**src/rtl/fft_pkg.sv**
```systemverilog
// Shared types and constants for the radix-2 DIT FFT control sequencer.
package fft_pkg;

    typedef enum logic [1:0] {
        IDLE,
        ISSUE,
        DRAIN,
        DONE
    } fft_state_t;

    localparam int unsigned FFT_LOG2N_DEF    = 5;
    localparam int unsigned FFT_PIPE_LAT_DEF = 10;

    // Bits needed to hold any value 0..max_val (at least one bit).
    function automatic int unsigned fft_addr_w(input int unsigned max_val);
        return (max_val < 2) ? 1 : $clog2(max_val + 1);
    endfunction

endpackage

```
**src/rtl/fft_delay_line.sv**
```systemverilog
// Fixed-depth shift register with synchronous clear; carries the write side
// of each butterfly issue across the arithmetic pipeline.
module fft_delay_line #(
    parameter int unsigned WIDTH = 1,
    parameter int unsigned DEPTH = 1
) (
    input  logic             i_clk,
    input  logic             i_clr,
    input  logic [WIDTH-1:0] i_data,
    output logic [WIDTH-1:0] o_data
);

    logic [WIDTH-1:0] r_pipe [DEPTH];

    always_ff @(posedge i_clk) begin
        if (i_clr) begin
            for (int unsigned i = 0; i < DEPTH; i++) begin
                r_pipe[i] <= '0;
            end
        end else begin
            r_pipe[0] <= i_data;
            for (int unsigned i = 1; i < DEPTH; i++) begin
                r_pipe[i] <= r_pipe[i-1];
            end
        end
    end

    assign o_data = r_pipe[DEPTH-1];

endmodule

```
**src/rtl/fft_sequencer.sv**
```systemverilog
// Stage/butterfly sequencer for an in-place radix-2 DIT FFT over a two-bank
// ping-pong memory, with twiddle addressing and latency-matched write-back.
module fft_sequencer
    import fft_pkg::*;
#(
    parameter int unsigned LOG2N    = FFT_LOG2N_DEF,
    parameter int unsigned PIPE_LAT = FFT_PIPE_LAT_DEF
) (
    input  logic             clk,
    input  logic             rst,
    input  logic             start,
    input  logic             inverse,
    output logic             busy,
    output logic             done,
    output logic [LOG2N-1:0] rd_addr_a,
    output logic [LOG2N-1:0] rd_addr_b,
    output logic [LOG2N-2:0] twiddle_addr,
    output logic             twiddle_conj,
    output logic [LOG2N-1:0] wr_addr_a,
    output logic [LOG2N-1:0] wr_addr_b,
    output logic             wr_en,
    output logic             bank_sel,
    output logic             result_bank
);

    localparam int unsigned SW  = fft_addr_w(LOG2N - 1);
    localparam int unsigned DW  = fft_addr_w(PIPE_LAT - 1);
    localparam int unsigned JW  = LOG2N - 1;
    localparam int unsigned TW  = LOG2N - 1;
    localparam int unsigned DLW = 1 + 2 * LOG2N;

    localparam logic [SW-1:0] S_LAST = SW'(LOG2N - 1);
    localparam logic [DW-1:0] D_LAST = DW'(PIPE_LAT - 1);
    localparam logic [JW-1:0] J_LAST = '1;

    fft_state_t       r_state;
    fft_state_t       w_state_nxt;
    logic [SW-1:0]    r_stage;
    logic [JW-1:0]    r_j;
    logic [DW-1:0]    r_drain;
    logic             r_bank;
    logic             r_conj;

    logic             w_issue;
    logic [LOG2N-1:0] w_j_ext;
    logic [LOG2N-1:0] w_span;
    logic [LOG2N-1:0] w_pos;
    logic [LOG2N-1:0] w_a;
    logic [LOG2N-1:0] w_b;
    logic [LOG2N-1:0] w_tw_full;
    logic [DLW-1:0]   w_dl_in;
    logic [DLW-1:0]   w_dl_out;

    always_ff @(posedge clk) begin
        if (rst) begin
            r_state <= IDLE;
        end else begin
            r_state <= w_state_nxt;
        end
    end

    always_comb begin
        w_state_nxt = r_state;
        case (r_state)
            IDLE:    if (start) w_state_nxt = ISSUE;
            ISSUE:   if (r_j == J_LAST) w_state_nxt = DRAIN;
            DRAIN:   if (r_drain == D_LAST) w_state_nxt = (r_stage == S_LAST) ? DONE : ISSUE;
            DONE:    w_state_nxt = IDLE;
            default: w_state_nxt = IDLE;
        endcase
    end

    // r_j is exactly N/2 wide, so it wraps to 0 on the last issue of a stage.
    always_ff @(posedge clk) begin
        if (rst) begin
            r_stage <= '0;
            r_j     <= '0;
            r_drain <= '0;
            r_bank  <= 1'b0;
            r_conj  <= 1'b0;
        end else begin
            case (r_state)
                IDLE: begin
                    if (start) begin
                        r_stage <= '0;
                        r_j     <= '0;
                        r_drain <= '0;
                        r_bank  <= 1'b0;
                        r_conj  <= inverse;
                    end
                end
                ISSUE: begin
                    r_j <= r_j + 1'b1;
                end
                DRAIN: begin
                    if (r_drain == D_LAST) begin
                        r_drain <= '0;
                        r_bank  <= ~r_bank;
                        r_stage <= (r_stage == S_LAST) ? '0 : r_stage + 1'b1;
                    end else begin
                        r_drain <= r_drain + 1'b1;
                    end
                end
                default: ;
            endcase
        end
    end

    // a = ((j >> s) << (s+1)) | pos, written as a mask-and-shift so the
    // shift amount never needs more bits than the stage counter holds.
    always_comb begin
        w_j_ext   = {1'b0, r_j};
        w_span    = LOG2N'(1) << r_stage;
        w_pos     = w_j_ext & (w_span - 1'b1);
        w_a       = ((w_j_ext & ~(w_span - 1'b1)) << 1) | w_pos;
        w_b       = w_a + w_span;
        w_tw_full = w_pos << (S_LAST - r_stage);
    end

    always_comb begin
        busy    = 1'b0;
        done    = 1'b0;
        w_issue = 1'b0;
        case (r_state)
            ISSUE: begin
                busy    = 1'b1;
                w_issue = 1'b1;
            end
            DRAIN:   busy = 1'b1;
            DONE:    done = 1'b1;
            default: ;
        endcase
        rd_addr_a    = w_issue ? w_a : '0;
        rd_addr_b    = w_issue ? w_b : '0;
        twiddle_addr = w_issue ? TW'(w_tw_full) : '0;
    end

    assign w_dl_in = {w_issue, rd_addr_a, rd_addr_b};

    fft_delay_line #(
        .WIDTH (DLW),
        .DEPTH (PIPE_LAT)
    ) u_delay (
        .i_clk  (clk),
        .i_clr  (rst),
        .i_data (w_dl_in),
        .o_data (w_dl_out)
    );

    assign wr_en        = w_dl_out[DLW-1];
    assign wr_addr_a    = w_dl_out[2*LOG2N-1:LOG2N];
    assign wr_addr_b    = w_dl_out[LOG2N-1:0];
    assign bank_sel     = r_bank;
    assign twiddle_conj = r_conj;
    assign result_bank  = 1'(LOG2N % 2);

endmodule

```
**config.mk**
```make
export PLATFORM = sky130hd
export DESIGN_NAME = fft_sequencer
export DESIGN_NICKNAME = d
export VERILOG_FILES = /design/src/rtl/fft_pkg.sv /design/src/rtl/fft_delay_line.sv /design/src/rtl/fft_sequencer.sv
export SDC_FILE = /design/constraint.sdc
export NUM_CORES = 1
export LEC_CHECK = 0
export ABC_AREA = 0
export CORE_MARGIN = 2
export CORE_UTILIZATION = 56
export DETAILED_ROUTE_END_ITERATION = 6
export PLACE_DENSITY = 0.77
export SLEW_MARGIN = 20
export SYNTH_ARGS = -nofsm -noshare
export SYNTH_HDL_FRONTEND = slang
export SYNTH_SLANG_ARGS = --single-unit
```
**constraint.sdc**
```tcl
create_clock -name clk -period 4.5 [get_ports clk]
set_clock_uncertainty 0.1 [all_clocks]
set_input_delay 0.9 -clock clk [delete_from_list [all_inputs] [get_ports clk]]
set_output_delay 0.9 -clock clk [all_outputs]
set_load 0.05 [all_outputs]
```
==> key figures, run 1 <==
Cells and area
  – Final Util: 71.2%
  – Finished Layout Cells: 571
  – # fillers: 545
  – Layout cells sized above 1: between 10% and 20%
  – Layout overhead on the synthesized area: 23.9%
  – Nets: ~480
  – Number of diodes: 0

STA
  – Final Hold Vio Count: 0
  – Fin crit share: about 98%
  – Worst slew margin: between 50 and 60%
  – Final Critical Period: between 4 and 5 ns
  – Final setup vio count: 0
  – Max Clk Rate: approximately 0.23 GHz
  – Slew @ Worst Pin: between 0.6 and 0.7 ns
  – Final TNS setup: 0 ns
  – Max-slew violation count: 0

Power and ir drop
  – Power, Total: approximately 2.9 mW
  – Pleak: roughly 2.2 nW
  – Maximum VDD drop: 0.000323 V
  – PwrDens: 521 nW/um^2

Min path
  – Worst hold path type: flop to flop

Critical path
  – Crit start category: flop
  – Crit path arrival time: 3.40 ns
  – Crit end category: output port
  – WS Path Type: flop to output port
  – Crit-path max FO: 6
  – Worst Path Required: around 3.5 ns
  – Worst reg2reg setup slack: roughly 1.1 ns

Clock network
  – CTS Root Cell: clkbuf_8
  – Clock transition at path regs: 0.05 ns
  – Inserted Clock Buffers: 17
  – Clock sink count: approximately 130
  – Post-CTS Hold Fix Bufs: 0
  – H-tree Lvls: 4
  – Clk buf depth: 2
  – Clock latency on the worst-skew pair: ~0.49 ns
  – CTS tree: yes

GRT
  – Largest net degree at the start of global routing: 76
  – Initial antenna violation count: 0
  – Total gr overflow: 0
  – All-layer global routing usage: between 15 and 20%
  – First-pass GRT wire length: 11600 microns
  – Number of global-route vias before repair: 2587

Logic synthesis
  – Largest area contributor in the synthesized netlist: dfxtp_1
  – Ys async rst share: 0%
  – Synthesized area per cell: approximately 10 sq um
  – Post-Syn Instances: around 430
  – Synth area leaders: dfxtp_1, nor2b_1, ha_1
  – Simple-gate share of the synthesized area: ~24%
  – Sequential fraction of the synthesis area: 56.7%
  – Synth Area in Compound Gates: under 10%
  – Post-Synth XOR/XNOR Area: roughly 1.6%
  – Netlist Area Pre-Place: approximately 4400 sq um
  – Largest family of logic cells by synthesized area: simple AND/OR/NAND/NOR gates
  – EDFF count, synth: 0
  – Yosys synthesis warning count: 0
  – Synth Area in Adders: 5.75%
  – Yosys cell types: 52
  – Synthesis-stage register bit count: between 100 and 150
  – Synth top area share: approximately 57%
  – Multiplexer share of the synthesized area: less than 1%
  – Dominant synthesized flop cell: dfxtp_1

Floorplanning
  – Total Die Area: ~8600 sq um
  – Core box area: 7690 sq um
  – Die height: 92.8 microns
  – Die width: around 93 microns
  – # rows: 32
  – Initial Util: a little under three fifths
  – I/O pins: 34

Routing
  – DR vias/cell: around 4.7
  – Initial DRT Pass Iterations: 4
  – DR WL/cell: approximately 12 microns
  – Post-DRT Antenna Nets: 0
  – Total number of vias: 2707
  – DR iter-0 viols: about 120
  – Routed wire length: between 6000 and 7000 microns
  – DRC: 0

Status
  – Outcome: finished clean

Placed design
  – PortBufs: 32
  – Cells after DPL: 533
  – HPWL Detailed: approximately 4000 microns
  – Routability cong.: between 0.8 and 0.9

Flow run
  – Max-Cap Viols: 0
[cell usage in the layout (no fill, tap or decap), drive strengths merged, types with 7 or more instances in the layout]
| cell | n |
|---|---|
| o21ai | 7 |
| clkdlybuf4s50 | 27 |
| nand3 | 7 |
| nand2b | 8 |
| clkbuf | 23 |
| nor2b | 102 |
| nand2 | 21 |
| ha | 17 |
| buf | 15 |
| dfxtp | 125 |
| nor2 | 28 |
| inv | 17 |
| a21oi | 13 |
[state kept, by name (all words and copies together), names as in the netlist]
| signal | count |
|---|---|
| u_delay.r_pipe | 110 |
| r_drain | 4 |
| r_j | 4 |
| r_stage | 3 |
| r_state | 2 |
| bank_sel | 1 |
| twiddle_conj | 1 |
[final cells by class]
type / count / area [sq um] / area share (%)
clock buffer: 22 / 453 / 8.28
clock inverter: 7 / 115 / 2.10
multi-input combinational: 255 / 1780 / 32.4
sequential: 125 / 2500 / 45.8
tap: 102 / 128 / 2.33
timing repair buffer: 43 / 429 / 7.84
inverter: 17 / 66.3 / 1.21
[worst paths after layout]
check | start | end | cells past startpoint
worst min register to register | u_delay.r_pipe[0][88] | u_delay.r_pipe[0][99] | 1
worst min-delay path | u_delay.r_pipe[0][88] | u_delay.r_pipe[0][99] | 1
worst max-delay path | r_stage[1] | rd_addr_b[4] | 14
worst max register to register | r_stage[1] | u_delay.r_pipe[0][4] | 18
[routing by layer]
layer  vias to the layer above  share of wire (%)  wire (microns)  GRT usage, %
met2                        55                 49            3390          28.3
met3                         8                4.8             335          6.43
met4                         0                1.3              90          7.35
met5                         -                  0               0             0
met1                      1246                 45            3140          21.1
li1                       1398                  -               -             -
[cells in the mapped netlist, types with 2 or more instances]
library cell	n
a21oi_1	12
a22oi_1	2
and2_1	4
buf_4	12
clkbuf_1	13
clkbuf_2	2
dfxtp_1	125
ha_1	17
inv_1	17
mux2i_1	3
nand2_1	21
nand2b_1	7
nand3_1	7
nand3b_1	4
nor2_1	28
nor2b_1	101
nor3_1	5
o21a_1	3
o21ai_0	6
or3_1	2
xor2_1	4
[cells by family after synthesis]
| kind of cell | Yosys count |
|---|---|
| flops | 125 |
| buf+inv | 47 |
| fa+ha+maj | 20 |
| mux | 4 |
| other cells | 1 |
| simple gates | 187 |
| xor+xnor | 6 |
| compound gates | 36 |
[critical path, cell delays in order (launching register included)]
cell and delay [ns]:
dfxtp_2 0.35, inv_1 0.09, ha_4 0.18, ha_4 0.17
or3_4 0.39, a32oi_4 0.26, nand2b_4 0.18, o21a_1 0.18
inv_1 0.08, ha_4 0.28, inv_1 0.07, o221ai_2 0.19
xor2_1 0.25, nor2_2 0.09, buf_12 0.15
[report_power, final]
group / switching (mW) / leakage [nW] / internal [mW]
clock: 0.423 / 0.273 / 0.860
combinational: 0.265 / 0.911 / 0.140
sequential: 0.0244 / 1.01 / 1.14
total: 0.713 / 2.19 / 2.14
[stage by stage]
stage          worst slack [ns]  cell area (sq um)  hold WS (ns)
3_5_place_dp              0.273               4740         0.321
2_1_floorplan            0.0421               4420         0.314
3_3_place_gp              0.339               4740         0.316
4_1_cts                 0.00235               5360         0.334
6_report                 0.0965               5470         0.330
5_1_grt                 -0.0581               5470         0.345
[repair_timing]
item,in CTS,in global routing
buffers inserted,5,4
gates cloned,0,0
gates resized for setup,6,15
pin swaps,2,2
setup endpoints to repair,3,2
(Power assumes the default switching activity.)
==> run 2: changes to the inputs <==
--- a/config.mk
+++ b/config.mk
@@ -6,8 +6,10 @@
 export NUM_CORES = 1
 export LEC_CHECK = 0
 export ABC_AREA = 0
+export ABC_CLOCK_PERIOD_IN_PS = 5450
 export CORE_MARGIN = 2
 export CORE_UTILIZATION = 56
+export CTS_CLUSTER_DIAMETER = 50
 export DETAILED_ROUTE_END_ITERATION = 6
 export PLACE_DENSITY = 0.77
 export SLEW_MARGIN = 20
==> constraint.sdc (replaced) <==
create_clock -name clk -period 5.45 [get_ports clk]
set_clock_uncertainty 0.1 [all_clocks]
set_input_delay 1.09 -clock clk [delete_from_list [all_inputs] [get_ports clk]]
set_output_delay 1.09 -clock clk [all_outputs]
set_load 0.05 [all_outputs]
==> key figures, run 2 (synthesis results as in run 1) <==
Cells and area
  – Largest registers: u_delay.r_pipe (110), r_drain (4), r_j (4) (unchanged)
  – Biggest register: u_delay.r_pipe (unchanged)
  – Nets: 471 (was 481)
  – Layout cells sized above 1: 9.96% (was 14.3%)
  – Max reg flops: 110 (unchanged)
  – Final Util: 69.0% (was 71.2%)
  – Number of diodes: 0 (unchanged)
  – Layout overhead on the synthesized area: 20.1% (was 23.9%)
  – Most common cell after layout, fill and taps aside: dfxtp_1 (unchanged)
  – Most frequent cells in the layout: dfxtp_1, nor2b_1, nor2_1, clkdlybuf4s50_1, nand2_1 (unchanged)

Routing
  – DR vias/cell: 4.75 (was 4.74)
  – Initial DRT Pass Iterations: 4 (unchanged)
  – Routed wire length: 6600 microns (was 6960 microns)
  – Post-DRT Antenna Nets: 0 (unchanged)
  – DR WL/cell: 11.7 microns (was 12.2 microns)
  – DR iter-0 viols: 135 (was 124)
  – Total number of vias: 2677 (was 2707)
  – DRC: 0 (unchanged)

GRT
  – Largest net degree at the start of global routing: 82 (was 76)
  – Total gr overflow: 0 (unchanged)
  – Number of global-route vias before repair: 2599 (was 2587)
  – All-layer global routing usage: 17.2% (was 17.6%)
  – First-pass GRT wire length: 11500 microns (was 11600 microns)
  – Initial antenna violation count: 0 (unchanged)

Floorplanning
  – # rows: 32 (unchanged)
  – Total Die Area: 8610 sq um (unchanged)
  – Die height: 92.8 microns (unchanged)
  – Die width: 92.8 microns (unchanged)
  – I/O pins: 34 (unchanged)
  – Initial Util: 57.4% (unchanged)
  – Core box area: 7690 sq um (unchanged)

Clock network
  – Clock latency on the worst-skew pair: 0.49 ns (about the same)
  – Post-CTS setup repair buffer count: 0 (was 5)
  – Clk buf depth: 2 (unchanged)
  – Post-CTS Resized: 2 (was 6)
  – CTS Root Cell: clkbuf_8 (unchanged)
  – Clock sink count: 125 (unchanged)
  – H-tree Lvls: 4 (unchanged)
  – CTS tree: yes (unchanged)
  – Post-CTS Hold Fix Bufs: 0 (unchanged)
  – Clock transition at path regs: 0.06 ns (was 0.05 ns)
  – Inserted Clock Buffers: 17 (unchanged)

Power and ir drop
  – Power, Total: 2.38 mW (was 2.85 mW)
  – Maximum VDD drop: 0.000280 V (was 0.000323 V)
  – PwrDens: 449 nW/um^2 (was 521 nW/um^2)
  – Sequential group share of total power: 40.2% (was 40.8%)
  – P_int: 1.74 mW (was 2.14 mW)
  – Switching power: 0.635 mW (was 0.713 mW)
  – Switching Fraction: 26.7% (was 25.0%)
  – Clock Power Share: 46.9% (was 45.0%)
  – Logic pwr share: 12.9% (was 14.2%)
  – Pleak: 2.16 nW (was 2.19 nW)

Critical path
  – Crit end category: output port (unchanged)
  – Worst path max stage delay: 0.49 ns (was 0.39 ns)
  – Crit-path slowest cell: fa_1 (was or3_4)
  – Worst path cell trace: inv_1 -> ha_1 -> ha_1 -> inv_1 -> ha_1 -> nand2b_1 -> a21boi_1 -> fa_1 -> maj3_1 -> o221ai_1 -> xor2_1 -> nor2_1 -> clkbuf_2 (was inv_1 -> ha_4 -> ha_4 -> or3_4 -> a32oi_4 -> nand2b_4 -> o21a_1 -> inv_1 -> ha_4 -> inv_1 -> o221ai_2 -> xor2_1 -> nor2_2 -> buf_12)
  – Most used cell, CP: ha_1
  – Crit-path max FO: 10 (was 6)
  – Buffers plus inverters on the worst setup path: 3 (was 4)
  – Crit path arrival time: 3.92 ns (was 3.40 ns)
  – Worst path top cell family by delay: adder cells (was simple AND/OR/NAND/NOR gates)
  – Worst Path Required: 4.26 ns (was 3.50 ns)
  – Reg-to-reg startpoint: r_stage[0] (was r_stage[1])
  – WS Path Type: flop to output port (unchanged)
  – Crit start category: flop (unchanged)
  – Critical Path Source: r_stage[0] (was r_stage[1])

Min path
  – Hold wc startpoint: u_delay.r_pipe[0][27] (was u_delay.r_pipe[0][88])
  – Worst hold path type: flop to flop (unchanged)

STA
  – Final Critical Period: 5.11 ns
  – Final setup vio count: 0 (unchanged)
  – Max-slew violation count: 0 (unchanged)
  – Min Hold Slack: 0.330 ns (about the same)
  – RSZ-0062 raised after global routing: no
  – Worst setup margin: 0.340 ns (was 0.0965 ns)
  – Max Clk Rate: between 0.15 and 0.2 GHz
  – Final Hold Vio Count: 0 (unchanged)
  – Slew @ Worst Pin: 0.749 ns (was 0.692 ns)
  – Final TNS setup: 0 ns (unchanged)
  – Worst slew margin: 50.0% (was 53.8%)
  – Fin crit share: roughly 94%

Status
  – Outcome: finished clean (unchanged)

Flow run
  – Max-Cap Viols: 0 (unchanged)

Placed design
  – PortBufs: 32 (unchanged)
  – Routability cong.: 0.883 (was 0.873)
  – Pre-CTS setup slack: 0.262 ns (was 0.273 ns)
  – HPWL Detailed: 3940 microns (was 4060 microns)
[run 2: changes by cell type in the layout (fill, tap and decap cells not counted), sizes merged]
cell | before | now
clkinv | 2 | 5
buf | 15 | 2
clkdlybuf4s50 | 27 | 28
inv | 17 | 23
clkinvlp | 2 | 0
dlymetal6s2s | 0 | 2
clkbuf | 23 | 19
[run 2: power by group through the flow]
stage / Clock (mW) / Combinational (mW) / Sequential (mW)
6_report: 1.12 / 0.307 / 0.957
5_1_grt: 1.18 / 0.340 / 0.961
4_1_cts: 1.14 / 0.306 / 0.957
3_5_place_dp: 0 / 0.304 / 0.977
3_3_place_gp: 0 / 0.301 / 0.976
2_1_floorplan: 0 / 0.234 / 0.977
[run 2: final timing paths]
path                                 to  slack [ns]  cells after the start
setup / recovery           rd_addr_b[4]        0.34                     13
setup reg to reg   u_delay.r_pipe[0][4]        2.03                     12
hold reg to reg   u_delay.r_pipe[0][38]        0.33                      1
hold / removal    u_delay.r_pipe[0][38]        0.33                      1
[run 2: through the flow]
step | instance area, sq um | std cells
detailed placement | 4700 | 532
global placement | 4700 | 532
global route | 5300 | 564
floorplan | 4420 | 427
CTS | 5300 | 564
finish | 5300 | 564
[run 2: cell type report]
class / instances / area [sq um]
Clock buffer: 18 / 418
Clock inverter: 14 / 181
Fill cell: 586 / 2380
Inverter: 17 / 63.8
Multi-Input combinational cell: 255 / 1680
Sequential cell: 125 / 2500
Tap cell: 102 / 128
Timing Repair Buffer: 33 / 325
[run 2: metal layers]
layer / track usage, % / part of all wire (%) / vias up
met5: 0 / 0 / -
met4: 7.35 / 1.0 / 0
met3: 5.86 / 3.7 / 5
met2: 28.4 / 48 / 46
met1: 20.4 / 47 / 1236
li1: - / - / 1390
